==> src/rtl/mem_bus_arbiter.sv <==
`default_nettype none
// ============================================================================
// Module      : mem_bus_arbiter
// Description : Shares the 128-bit slow-memory port between the I-cache and
//               the D-cache, one block transaction at a time. Define ARB_RR_EN
//               for round-robin arbitration; the default is D-priority with a
//               starvation limit for instruction fetch.
// Revision    : 1.0 - initial release
// ============================================================================
module mem_bus_arbiter #(
    parameter int ADDR_W       = 28,
    parameter int DATA_W       = 128,
    parameter int STARVE_LIMIT = 4
) (
    input  logic              clk,
    input  logic              rst_n,
    input  logic              ic_mem_read,
    input  logic [ADDR_W-1:0] ic_mem_addr,
    output logic [DATA_W-1:0] ic_mem_rdata,
    output logic              ic_mem_ready,
    input  logic              dc_mem_read,
    input  logic              dc_mem_write,
    input  logic [ADDR_W-1:0] dc_mem_addr,
    input  logic [DATA_W-1:0] dc_mem_wdata,
    output logic [DATA_W-1:0] dc_mem_rdata,
    output logic              dc_mem_ready,
    output logic              mem_read,
    output logic              mem_write,
    output logic [ADDR_W-1:0] mem_addr,
    output logic [DATA_W-1:0] mem_wdata,
    input  logic [DATA_W-1:0] mem_rdata,
    input  logic              mem_ready
);

    typedef enum logic [1:0] {
        S_IDLE    = 2'd0,
        S_GRANT_I = 2'd1,
        S_GRANT_D = 2'd2
    } state_t;

    state_t r_state;

    logic w_i_req;
    logic w_d_req;
    logic w_grant_i;
    logic w_grant_d;

    assign w_i_req = ic_mem_read;
    assign w_d_req = dc_mem_read | dc_mem_write;

`ifdef ARB_RR_EN
    // r_rr_last = 1 means the last grant went to D, so I wins the next tie.
    logic r_rr_last;

    assign w_grant_i = w_i_req & (~w_d_req | r_rr_last);
`else
    localparam int                 C_CNT_W = $clog2(STARVE_LIMIT + 1);
    localparam logic [C_CNT_W-1:0] C_LIMIT = C_CNT_W'(STARVE_LIMIT);

    logic [C_CNT_W-1:0] r_starve_cnt;

    assign w_grant_i = w_i_req & (~w_d_req | (r_starve_cnt == C_LIMIT));
`endif

    assign w_grant_d = w_d_req & ~w_grant_i;

    assign ic_mem_rdata = mem_rdata;
    assign dc_mem_rdata = mem_rdata;
    assign ic_mem_ready = mem_ready & (r_state == S_GRANT_I);
    assign dc_mem_ready = mem_ready & (r_state == S_GRANT_D);

    always_ff @(posedge clk or negedge rst_n) begin
        if (!rst_n) begin
            r_state   <= S_IDLE;
            mem_read  <= 1'b0;
            mem_write <= 1'b0;
            mem_addr  <= '0;
            mem_wdata <= '0;
`ifdef ARB_RR_EN
            r_rr_last <= 1'b0;
`else
            r_starve_cnt <= '0;
`endif
        end else begin
            case (r_state)
                S_IDLE: begin
                    if (w_grant_d) begin
                        // A simultaneous read+write is treated as the write-back.
                        r_state   <= S_GRANT_D;
                        mem_write <= dc_mem_write;
                        mem_read  <= ~dc_mem_write;
                        mem_addr  <= dc_mem_addr;
                        mem_wdata <= dc_mem_write ? dc_mem_wdata : '0;
                    end else if (w_grant_i) begin
                        r_state   <= S_GRANT_I;
                        mem_write <= 1'b0;
                        mem_read  <= 1'b1;
                        mem_addr  <= ic_mem_addr;
                        mem_wdata <= '0;
                    end else begin
                        mem_read  <= 1'b0;
                        mem_write <= 1'b0;
                    end
                end
                S_GRANT_I, S_GRANT_D: begin
                    if (mem_ready) begin
                        r_state   <= S_IDLE;
                        mem_read  <= 1'b0;
                        mem_write <= 1'b0;
                    end
                end
                default: begin
                    r_state   <= S_IDLE;
                    mem_read  <= 1'b0;
                    mem_write <= 1'b0;
                end
            endcase

`ifdef ARB_RR_EN
            if ((r_state == S_IDLE) && (w_grant_i || w_grant_d))
                r_rr_last <= w_grant_d;
`else
            if (!w_i_req || ((r_state == S_IDLE) && w_grant_i))
                r_starve_cnt <= '0;
            else if ((r_state == S_IDLE) && w_grant_d && (r_starve_cnt != C_LIMIT))
                r_starve_cnt <= r_starve_cnt + C_CNT_W'(1);
`endif
        end
    end

endmodule
`default_nettype wire

==> config.mk <==
export PLATFORM = sky130hd
export DESIGN_NAME = mem_bus_arbiter
export DESIGN_NICKNAME = d
export VERILOG_FILES = /design/src/rtl/mem_bus_arbiter.sv
export SDC_FILE = /design/constraint.sdc
export NUM_CORES = 1
export LEC_CHECK = 0
export BUFFER_PORTS_ARGS = -buffer_cell sky130_fd_sc_hd__buf_4
export CAP_MARGIN = 20
export CORE_AREA = 2 2 282 284
export DETAILED_ROUTE_END_ITERATION = 10
export DIE_AREA = 0 0 284 286
export GPL_TIMING_DRIVEN = 0
export HOLD_SLACK_MARGIN = 0.06
export PLACE_DENSITY_LB_ADDON = 0.05
export SLEW_MARGIN = 25
export SYNTH_ARGS = -nofsm -noshare
export SYNTH_HDL_FRONTEND = slang
export SYNTH_SLANG_ARGS = --single-unit
==> constraint.sdc <==
create_clock -name clk -period 3.5 [get_ports clk]
set_input_delay 0.7 -clock clk [delete_from_list [all_inputs] [get_ports clk]]
set_output_delay 0.7 -clock clk [all_outputs]
set_load 0.02 [all_outputs]
Word level (Yosys, flattened, before mapping):

Cells that the tools add are included.

* bits of input ports: 318
* output and inout port bits: 416
* flip-flop bits (word level): 163
* word-level logic and storage cells: 50

* muxes and demuxes: 17
* bitwise gates (word level): 9
* equal/unequal tests: 6
* reductions and logical operators: 11
* add/subtract/negate cells: 1

Operators by type and width (count)
* two-way mux 128 bit: 3
* two-way mux 28 bit: 2
* two-way mux 2 bit: 3
* two-way mux 3 bit: 2
* != test 3 bit (second input constant): 2
* AND 1 bit: 4
* two-way mux 1 bit: 4
* case mux 1 bit (2 select lines): 2
* case mux 2 bit (2 select lines): 1
* AND reduction 2 bit: 2
* nonzero test 2 bit: 2
* adder 3 x 1 -> 3 bit (second input constant): 1
* == test 3 bit (second input constant): 1
* logical AND 1 bit: 3
* NOT 1 bit: 3
* == test 2 x 1 -> 1 bit (second input constant): 1
* == test 2 bit (second input constant): 1
* zero test 2 bit: 1
* != test 2 bit (second input constant): 1
* bitwise OR 1 bit: 2
* OR reduction 2 bit: 1
* zero test 1 bit: 1
* logical OR 1 bit: 1

Logic depth before layout (Yosys ltp):

Gate-level depths: netlist of the first run.

* depth after elaboration: 10
* gate-level depth with buffers: 8
* depth with buffers taken out: 6

Least setup slack after synthesis of the first run:

No wires, ideal clock.

* kind: input port to flip-flop
* from: input port dc_mem_read
* to: register mem_addr[10]
* data required time: 3380 ps
* arrival: 1667 ps
* stages on the path: 7
* path buffers: 3
* library setup time: 120 ps
* setup slack: 1713 ps
* path through: or2_1 buf_6 and2_1 buf_6 buf_6 a21oi_2 a21oi_2

* cells in the longest elaborated chain, start to end: 8
* elaborated cells on any way between the ends: 9
* classes of those cells: 1 x mux; 6 x bitwise; 2 x reduce/logical

Ends and longest elaborated chain
* start, declared: RTL line 21 `input logic dc_mem_read,`
* bitwise OR 1 bit (*): RTL line 49 `assign w_d_req = dc_mem_read | dc_mem_write;`
* NOT 1 bit: RTL line 62 `assign w_grant_i = w_i_req & (~w_d_req | (r_starve_cnt == C_LIMIT));`
* bitwise OR 1 bit: RTL line 62
* AND 1 bit: RTL line 62
* NOT 1 bit: RTL line 65 `assign w_grant_d = w_d_req & ~w_grant_i;`
* AND 1 bit: RTL line 65
* nonzero test 2 bit (no line)
* AND reduction 2 bit (no line)
* end signal, assigned: RTL line 92 `mem_addr <= dc_mem_addr;`
* end signal, assigned: RTL line 98 `mem_addr <= ic_mem_addr;`
* end, declared: RTL line 29 `output logic [ADDR_W-1:0] mem_addr,`

Mark *: on every way between the ends. The rest lies on a longest branch, timed or not.
A chain may end at the register's enable or synchronous reset.

Worst setup path in the final report of the first run:

* from: register r_state[0]
* to: output port dc_mem_ready

* cells in the longest elaborated chain, start to end: 2

Ends and longest elaborated chain
* start, declared: RTL line 41 `state_t r_state;`
* start signal, assigned: RTL line 74 `r_state <= S_IDLE;`
* start signal, assigned: RTL line 89 `r_state <= S_GRANT_D;`
* start signal, assigned: RTL line 95 `r_state <= S_GRANT_I;`
* == test 2 bit: RTL line 70 `assign dc_mem_ready = mem_ready & (r_state == S_GRANT_D);`
* AND 1 bit: RTL line 70
* end, declared: RTL line 26 `output logic dc_mem_ready,`

Every way passes these cells.

==> impl_metrics.yaml, run 1 <==
synthesis:
  synth_top_area_share: 0.487
  synth_cell_types: 26
  synthTopCellsByCount: "buf_4, dfrtp_1, a22o_1"
  yosysMostFrequentCell: "buf_4"
  synth_edf_count: 0
  yosys-top-cells-area: "dfrtp_1, buf_4, a22o_1"
  yosysTopAreaCell: "dfrtp_1"
  yosysSeqAreaShare: 0.487
  synthFlopType: "dfrtp_1"
  yosys_register_bits: 163
  ys_warn_count: 0
  async_reset_ff_frac: 1.00
  syn_area_per_cell_sq_um: 11.2
  synth.cell_area_sq_mm: 0.00837
  synth_nets: 1069
  syn_inst: 746
layout:
  antenna_cells: 0
  final_nets: 1695
  drive_gt1_frac: 0.702
  multi_input_area_sq_mm: 0.00203
  nFillCells: 8824
  regArea_sq_mm: 0.00408
  final_cell_count_no_fill: 2435
  area_delta_synth_final_pct: 77.2
die:
  row_count: 103
  initial_utilization: 0.107
  ios: 734
  core_area_sq_mm: 0.0784
  die_height_microns: 286
  fp.dieW_microns: 284
  die-area_sq_mm: 0.0812
detailed_routing:
  viasPerCell: 3.11
  vias: 7584
  avgRoutedWirePerCell_microns: 17.1
  antenna_left: 0
  wl_microns: 41700
  dr.first_iter.drc_count: 245
  drt_drc_violations_left: 0
  dr.pass1.iters: 4
grt:
  grt_pass1_wl_microns: 57700
  grt.total_usage: 0.0989
  top_usage_layer: "met2"
  grt_pass1_vias: 7985
  grt_overflow: 0
  antenna_found_initial: 3
  met2_usage: 0.177
  grt_util_met1: 0.106
  grt_max_degree: 65
  grt_use_met3: 0.0412
critical_path:
  crit_chain: "inv_1 > ha_1 > and2_1 > buf_4"
  reg2regPathDepth: 7
  r2r_start: "r_state[0]"
  end_kind: "output pin"
  cp_max_fo: 3
  cp-start-kind: "flip-flop"
  slowest_delay_ps: 380
  rrSetupSlack_ps: 1490
  worst_ep_required_time_ps: 2800
  crit_type: "reg -> out"
  critPathLaunch: "r_state[0]"
  crit_end: "dc_mem_ready"
  critical_path_arrival_ps: 1450
  slowest_stage: "dfrtp_1"
  reg2reg_to: "mem_addr[9]"
sta:
  finalSetupTns_ps: 0
  fmax_mhz: 466
  slew_violations: 0
  hold_violations: 0
  rsz0062_at_grt: "false"
  setup_viol: 0
  worstMarginPinSlew_ps: 706
  fin_crit_sh: 0.613
  relSlewSlack: 0.529
  whs_ps: 142
  fin_skew_ps: 9.74
  fin_crit_ps: 2150
clock_network:
  cts-resized-gates: 0
  h-tree-depth: 4
  post-cts-setup-buffers: 0
  clock-sinks: 163
  cts_hold_buf: 0
  worst_skew_pair.late_latency_ps: 480
  clk_pin_slew_ps: 70
  clk_path_buf_depth: 2
  numCtsBuffers: 17
  root_buffer: "clkbuf_16"
  cts_tree: "built"
placed_design:
  io_buffers: 605
  numPlacedInstances: 2403
  dp_hpwl_microns: 33100
  place_congestion: 0.691
pwr:
  powerDensity_mw_per_mm2: 750
  peakVddDrop_uv: 364
  p_leak_nw: 7.53
  power.total_mw: 11.1
worst_hold_path:
  worst_hold_path_type: "in -> async"
run:
  maxCapViolations: 0
outcome:
  status: "complete, no violations"
[critical path: cells and delay by family, from the launching register on]
family	cells	cell delay [ps]
buf+inv	2	230
fa+ha+maj	1	190
simple gates	1	170
flops	1	380
[per-stage QoR]
step | utilization | cell area, sq um | setup WS [ps]
floorplan | - | 8370 | 1710
global placement | 0.182 | 14200 | 218
detailed placement | 0.182 | 14300 | 1260
CTS | 0.189 | 14800 | 1270
global route | 0.189 | 14800 | 1240
finish | 0.189 | 14800 | 1350
[how the worst min path moves through the flow]
stage / start / endpoint / depth (start not counted)
floorplan: rst_n / mem_addr[0] / 0
global placement: mem_read / mem_read / 2
detailed placement: mem_read / mem_read / 2
CTS: rst_n / mem_wdata[48] / 1
global route: rst_n / mem_wdata[48] / 1
finish: rst_n / mem_wdata[48] / 1
[sequential cells by signal, indices dropped and copies added, names as in the netlist]
name	cells
mem_wdata	128
mem_addr	28
mem_read	1
mem_write	1
r_starve_cnt	3
r_state	2
[layout make-up]
cell class              instances  area share
repair buffers                607       0.310
flip-flops and latches        163       0.275
plain buffers                 298       0.151
multi-input cells             280       0.137
well taps                    1050      0.0886
clock buffers                  20      0.0301
clock inverters                12     0.00658
inverters                       5     0.00127
[cell families (layout without fill, tap and decap cells)]
logic type | Yosys count | after routing | share of synthesized area
buf+inv | 303 | 942 | 0.270
compound gates | 194 | 194 | 0.194
flops | 163 | 163 | 0.487
simple gates | 81 | 81 | 0.0415
fa+ha+maj | 5 | 5 | 0.00747
[layer usage]
| metal | vias up | part of all wire |
|---|---|---|
| met5 | - | 0.00096 |
| met4 | 6 | 0.011 |
| met3 | 29 | 0.087 |
| met2 | 356 | 0.53 |
| met1 | 3641 | 0.37 |
| li1 | 3552 | - |
[power by group]
part / leakage [nW] / internal [mW] / switching [mW] / total, mW
clock network: 0.264 / 0.942 / 0.971 / 1.91
registers: 2.06 / 2.78 / 0.523 / 3.30
logic: 5.20 / 2.58 / 3.33 / 5.91
total: 7.53 / 6.30 / 4.82 / 11.1
[placed cells by master, fill, tap and decap left out, types with 6 or more instances in the layout]
cell type | Yosys | routed
dfrtp_1 | 163 | 163
clkbuf_1 | 4 | 6
buf_6 | 9 | 9
clkbuf_16 | 0 | 17
a21oi_2 | 38 | 38
a21oi_1 | 19 | 19
nand2_1 | 36 | 36
buf_4 | 279 | 883
a22o_1 | 128 | 128
nor2_1 | 30 | 30
buf_2 | 6 | 6
Note: power is estimated with default switching activity, not from simulation.
==> inputs of run 2 (changes only) <==
- CORE_AREA: 2 2 282 284 -> 2 2 283 285
- DIE_AREA: 0 0 284 286 -> 0 0 285 287
- clock period: 3.5 -> 1.8 ns (I/O delays scaled with it)
==> impl_metrics.yaml, run 2 (synthesized netlist as in run 1, its figures left out) <==
clock_network:
  cts_tree: "built"
  worst_skew_pair.late_latency_ps: 490
  clock-sinks: 163
  clk_pin_slew_ps: 70
  h-tree-depth: 4
  numCtsBuffers: 17
  clk_path_buf_depth: 2
  root_buffer: "clkbuf_16"
detailed_routing:
  antenna_left: 0
  avgRoutedWirePerCell_microns: 16.5
  vias: 8118
  dr.pass1.iters: 4
  drt_drc_violations_left: 0
  dr.first_iter.drc_count: 282
  viasPerCell: 3.16
  wl_microns: 42500
placed_design:
  numPlacedInstances: 2403
  dp_slack_ps: -287
  io_buffers: 605
  dp_hpwl_microns: 33500
  place_area_sq_mm: 0.0143
  place_congestion: 0.711
sta:
  relSlewSlack: 0.640
  finalSetupTns_ps: 0
  fin_ws_ps: 41.5
  hold_violations: 0
  fin_skew_ps: 12.7
  fin_crit_ps: 1760
  fmax_mhz: 569
  fin_crit_sh: 0.977
  rsz0062_at_grt: "true"
  slew_violations: 0
  setup_viol: 0
  whs_ps: 126
  worstMarginPinSlew_ps: 540
pwr:
  comb_power_share: 0.534
  p_leak_nw: 8.13
  peakVddDrop_uv: 775
  powerDensity_mw_per_mm2: 1360
  switching_share: 0.424
  power.switching_mw: 9.42
  p_clk_frac: 0.179
  p_seq_frac: 0.287
  intPower_mw: 12.8
run:
  maxCapViolations: 0
critical_path:
  path_buf_inv: 2
  crit_chain: "inv_2 > ha_2 > and2_4 > buf_6"
  worst_ep_required_time_ps: 1440
  critical_path.top_delay_family: "flip-flops"
  crit_type: "reg -> out"
  cp_max_fo: 3
  critical_path_arrival_ps: 1400
  cp-start-kind: "flip-flop"
  slowest_delay_ps: 410
  slowest_stage: "dfrtp_1"
  end_kind: "output pin"
die:
  ios: 734
  row_count: 103
  die-area_sq_mm: 0.0818
  fp.dieW_microns: 285
  core_area_sq_mm: 0.0786
  initial_utilization: 0.106
  die_height_microns: 287
layout:
  regMostFlops: "mem_wdata"
  final_nets: 1830
  mostFrequentLayoutCell: "buf_4"
  final_cell_count_no_fill: 2569
  area_delta_synth_final_pct: 94.5
  nFillCells: 8791
  multi_input_area_sq_mm: 0.00205
  largest_reg_flops: 128
  drive_gt1_frac: 0.649
  reg_top3: "mem_wdata x128, mem_addr x28, r_starve_cnt x3"
  regArea_sq_mm: 0.00408
  final_cell_mix: "buf_4, dfrtp_1, dlygate4sd3_1"
  postLayoutCellArea_sq_mm: 0.0163
grt:
  grt_overflow: 0
  grt_pass1_vias: 8778
  antenna_found_initial: 5
  grt.total_usage: 0.0997
  grt_pass1_wl_microns: 59500
  grt_max_degree: 57
worst_hold_path:
  worst_hold_path_type: "in -> reg"
outcome:
  status: "complete, no violations"
[run 2: cell types whose count changed in the layout (fill, tap and decap cells not counted), moves of 3 or more]
cell           previous run  this run
ha_2                      0         3
ha_1                      5         2
buf_6                     9        15
clkbuf_2                  0         3
buf_2                     6         2
dlygate4sd3_1             0       134
clkbuf_1                  6         0
[run 2: what timing repair did]
item,in CTS,in global routing
endpoints found under the setup margin,137,140
hold buffers,134,0
hold endpoints to repair,188,0
resized for setup,14,10
setup buffers,0,1
[run 2: area by class of cell]
class	instances	share of cell area
multi-input combinational	280	0.126
clock inverter	12	0.00907
sequential	163	0.250
inverter	5	0.00115
clock buffer	18	0.0270
tap	1050	0.0807
antenna	1	0.000154
buffer	298	0.140
timing repair buffer	742	0.366
[run 2: worst paths after layout]
kind                                 start              to  slack (ps)  depth (start not counted)
min                         ic_mem_addr[2]     mem_addr[2]         130                          3
max in group asynchronous            rst_n  mem_wdata[119]         350                          4
min reg2reg                      mem_write       mem_write         500                          2
max reg2reg                r_starve_cnt[0]   mem_wdata[12]         110                          7
min in group asynchronous            rst_n   mem_wdata[56]         380                          2
max                             r_state[0]    dc_mem_ready          40                          4
[run 2: power by group through the flow]
stage,Clock [mW],Sequential (mW),Combinational [mW]
5_1_grt,4.33,6.63,12.8
6_report,3.97,6.38,11.9
3_3_place_gp,0,6.41,12.0
2_1_floorplan,0,8.48,4.09
4_1_cts,4.25,6.40,12.2
3_5_place_dp,0,6.44,11.9
[run 2: worst reg2reg max path, cell delays in order, from the launching register on]
cell	delay, ps
dfrtp_1	390
inv_1	100
ha_2	210
nand3_2	100
and3_4	220
buf_6	160
buf_4	200
a22o_1	200
[run 2: metrics by stage]
step / utilization / total power, mW
finish: 0.207 / 22.2
detailed placement: 0.182 / 18.3
floorplan: - / 12.6
CTS: 0.207 / 22.9
global route: 0.207 / 23.7
global placement: 0.181 / 18.4
[run 2: layer usage]
metal / wire, microns / part of all wire / GRT usage
met3: 3430 / 0.081 / 0.0369
met2: 22300 / 0.52 / 0.180
met5: 59 / 0.0014 / 0
met1: 16200 / 0.38 / 0.109
met4: 510 / 0.012 / 0.0298
==> inputs of run 3 (changes only) <==
- clock period: 1.8 -> 1.4 ns (I/O delays scaled with it)
==> impl_metrics.yaml, run 3 (synthesized netlist as in run 1, its figures left out) <==
grt:
  grt.total_usage: 0.100
  antenna_found_initial: 3
  grt_max_degree: 62
  grt_pass1_wl_microns: 60000
  grt_pass1_vias: 9065
  grt_overflow: 0
layout:
  reg_top3: "mem_wdata x128, mem_addr x28, r_starve_cnt x3"
  mostFrequentLayoutCell: "buf_4"
  largest_reg_flops: 128
  antenna_cells: 0
  final_cell_count_no_fill: 2638
  area_delta_synth_final_pct: 110
  nFillCells: 8671
  regMostFlops: "mem_wdata"
  final_cell_mix: "buf_4, dlygate4sd3_1, dfrtp_1"
  drive_gt1_frac: 0.653
  final_nets: 1898
detailed_routing:
  dr.pass1.iters: 4
  dr.first_iter.drc_count: 194
  avgRoutedWirePerCell_microns: 16.4
  viasPerCell: 3.16
  wl_microns: 43300
  drt_drc_violations_left: 0
  antenna_left: 0
  vias: 8340
sta:
  fin_crit_ps: 1680
  finalSetupTns_ps: -39080
  worstMarginPinSlew_ps: 557
  fmax_mhz: 594
  fin_ws_ps: -283
  setup_viol: 162
  fin_crit_sh: 1.20
  fin_skew_ps: 21.8
  relSlewSlack: 0.628
  hold_violations: 0
  rsz0062_at_grt: "true"
  whs_ps: 86.3
  slew_violations: 0
pwr:
  p_clk_frac: 0.155
  powerDensity_mw_per_mm2: 1740
  power.switching_mw: 12.9
  p_leak_nw: 8.63
  p_seq_frac: 0.269
  intPower_mw: 17.8
  comb_power_share: 0.575
  switching_share: 0.420
  peakVddDrop_uv: 918
die:
  die-area_sq_mm: 0.0818
  row_count: 103
  core_area_sq_mm: 0.0786
  die_height_microns: 287
  ios: 734
  initial_utilization: 0.106
  fp.dieW_microns: 285
placed_design:
  dp_hpwl_microns: 33500
  io_buffers: 605
  place_congestion: 0.688
  dp_slack_ps: -553
  numPlacedInstances: 2403
critical_path:
  worst_ep_required_time_ps: 1760
  critical_path_arrival_ps: 2050
  crit_type: "reg -> reg"
  r2r_start: "r_state[1]"
  cp-start-kind: "flip-flop"
  rrSetupSlack_ps: -280
  end_kind: "flip-flop"
  reg2reg_to: "mem_wdata[76]"
  slowest_stage: "dfrtp_2"
  slowest_delay_ps: 460
  crit_chain: "inv_4 > buf_12 > ha_4 > buf_6 > o21ai_4 > buf_12 > buf_6 > a22o_1"
  cp_max_fo: 10
  reg2regPathDepth: 8
clock_network:
  numCtsBuffers: 17
  clk_path_buf_depth: 2
  clk_pin_slew_ps: 70
  clock-sinks: 163
  cts_tree: "built"
  root_buffer: "clkbuf_16"
  worst_skew_pair.late_latency_ps: 490
  h-tree-depth: 4
outcome:
  violations: "setup timing"
  status: "complete, but fails checks"
worst_hold_path:
  hold_path_end: "mem_addr[0]"
  min_path_cells: 3
  worst_hold_path_type: "in -> reg"
  min_from: "dc_mem_addr[0]"
run:
  maxCapViolations: 0
[run 3: repair_timing]
action,in CTS,in global routing
cloned,1,8
setup buffers,5,9
setup endpoints to repair,166,167
gates resized for setup,74,62
hold buffers,182,0
endpoints found under the hold margin,215,0
pin swaps,2,58
[run 3: routing by layer]
layer | vias to the layer above | wire length [microns] | share of wire | GRT usage
met5 | - | 47 | 0.0011 | 0
met4 | 6 | 448 | 0.010 | 0.0251
met3 | 23 | 3460 | 0.080 | 0.0398
met2 | 330 | 23300 | 0.54 | 0.185
met1 | 4004 | 16100 | 0.37 | 0.105
li1 | 3977 | - | - | -
[run 3: per-stage QoR]
step	power, mW	cell area [sq um]	utilization
floorplan	16.3	8420	-
global placement	23.8	14300	0.182
detailed placement	23.7	14300	0.182
CTS	30.2	17100	0.217
global route	32.8	17600	0.224
finish	30.7	17600	0.224
[run 3: area by class of cell]
type / instances / area [sq um] / share of cell area
Buffer: 297 / 2470 / 0.140
Clock buffer: 18 / 429 / 0.0244
Clock inverter: 14 / 114 / 0.00647
Inverter: 5 / 23.8 / 0.00135
Multi-Input combinational cell: 280 / 2330 / 0.132
Sequential cell: 163 / 4080 / 0.232
Tap cell: 1050 / 1310 / 0.0746
Timing Repair Buffer: 811 / 6850 / 0.389
[run 3: how the worst max path moves through the flow]
stage          startpoint            end  slack, ps  depth (start not counted)
2_1_floorplan  r_state[1]  mem_wdata[13]        -30                          7
3_3_place_gp        rst_n   mem_addr[26]      -1510                          1
3_5_place_dp   r_state[1]   mem_addr[17]       -550                          7
4_1_cts        r_state[1]   ic_mem_ready       -350                          4
5_1_grt        r_state[1]  mem_wdata[86]       -360                          8
6_report       r_state[1]  mem_wdata[76]       -280                          8
[run 3: worst max-delay path: cells and delay by family (launching register included)]
kind                       cells  cell delay [ps]
DFF                            1              460
adders and majority gates      1              130
buffers and inverters          5              630
AOI/OAI and AO/OA              2              330
[run 3: power by group through the flow]
stage	sequential (mW)	combinational, mW	clock (mW)
floorplan	10.9	5.39	0
global placement	8.25	15.6	0
detailed placement	8.27	15.4	0
CTS	8.25	16.8	5.12
global route	8.57	18.9	5.24
finish	8.26	17.6	4.77
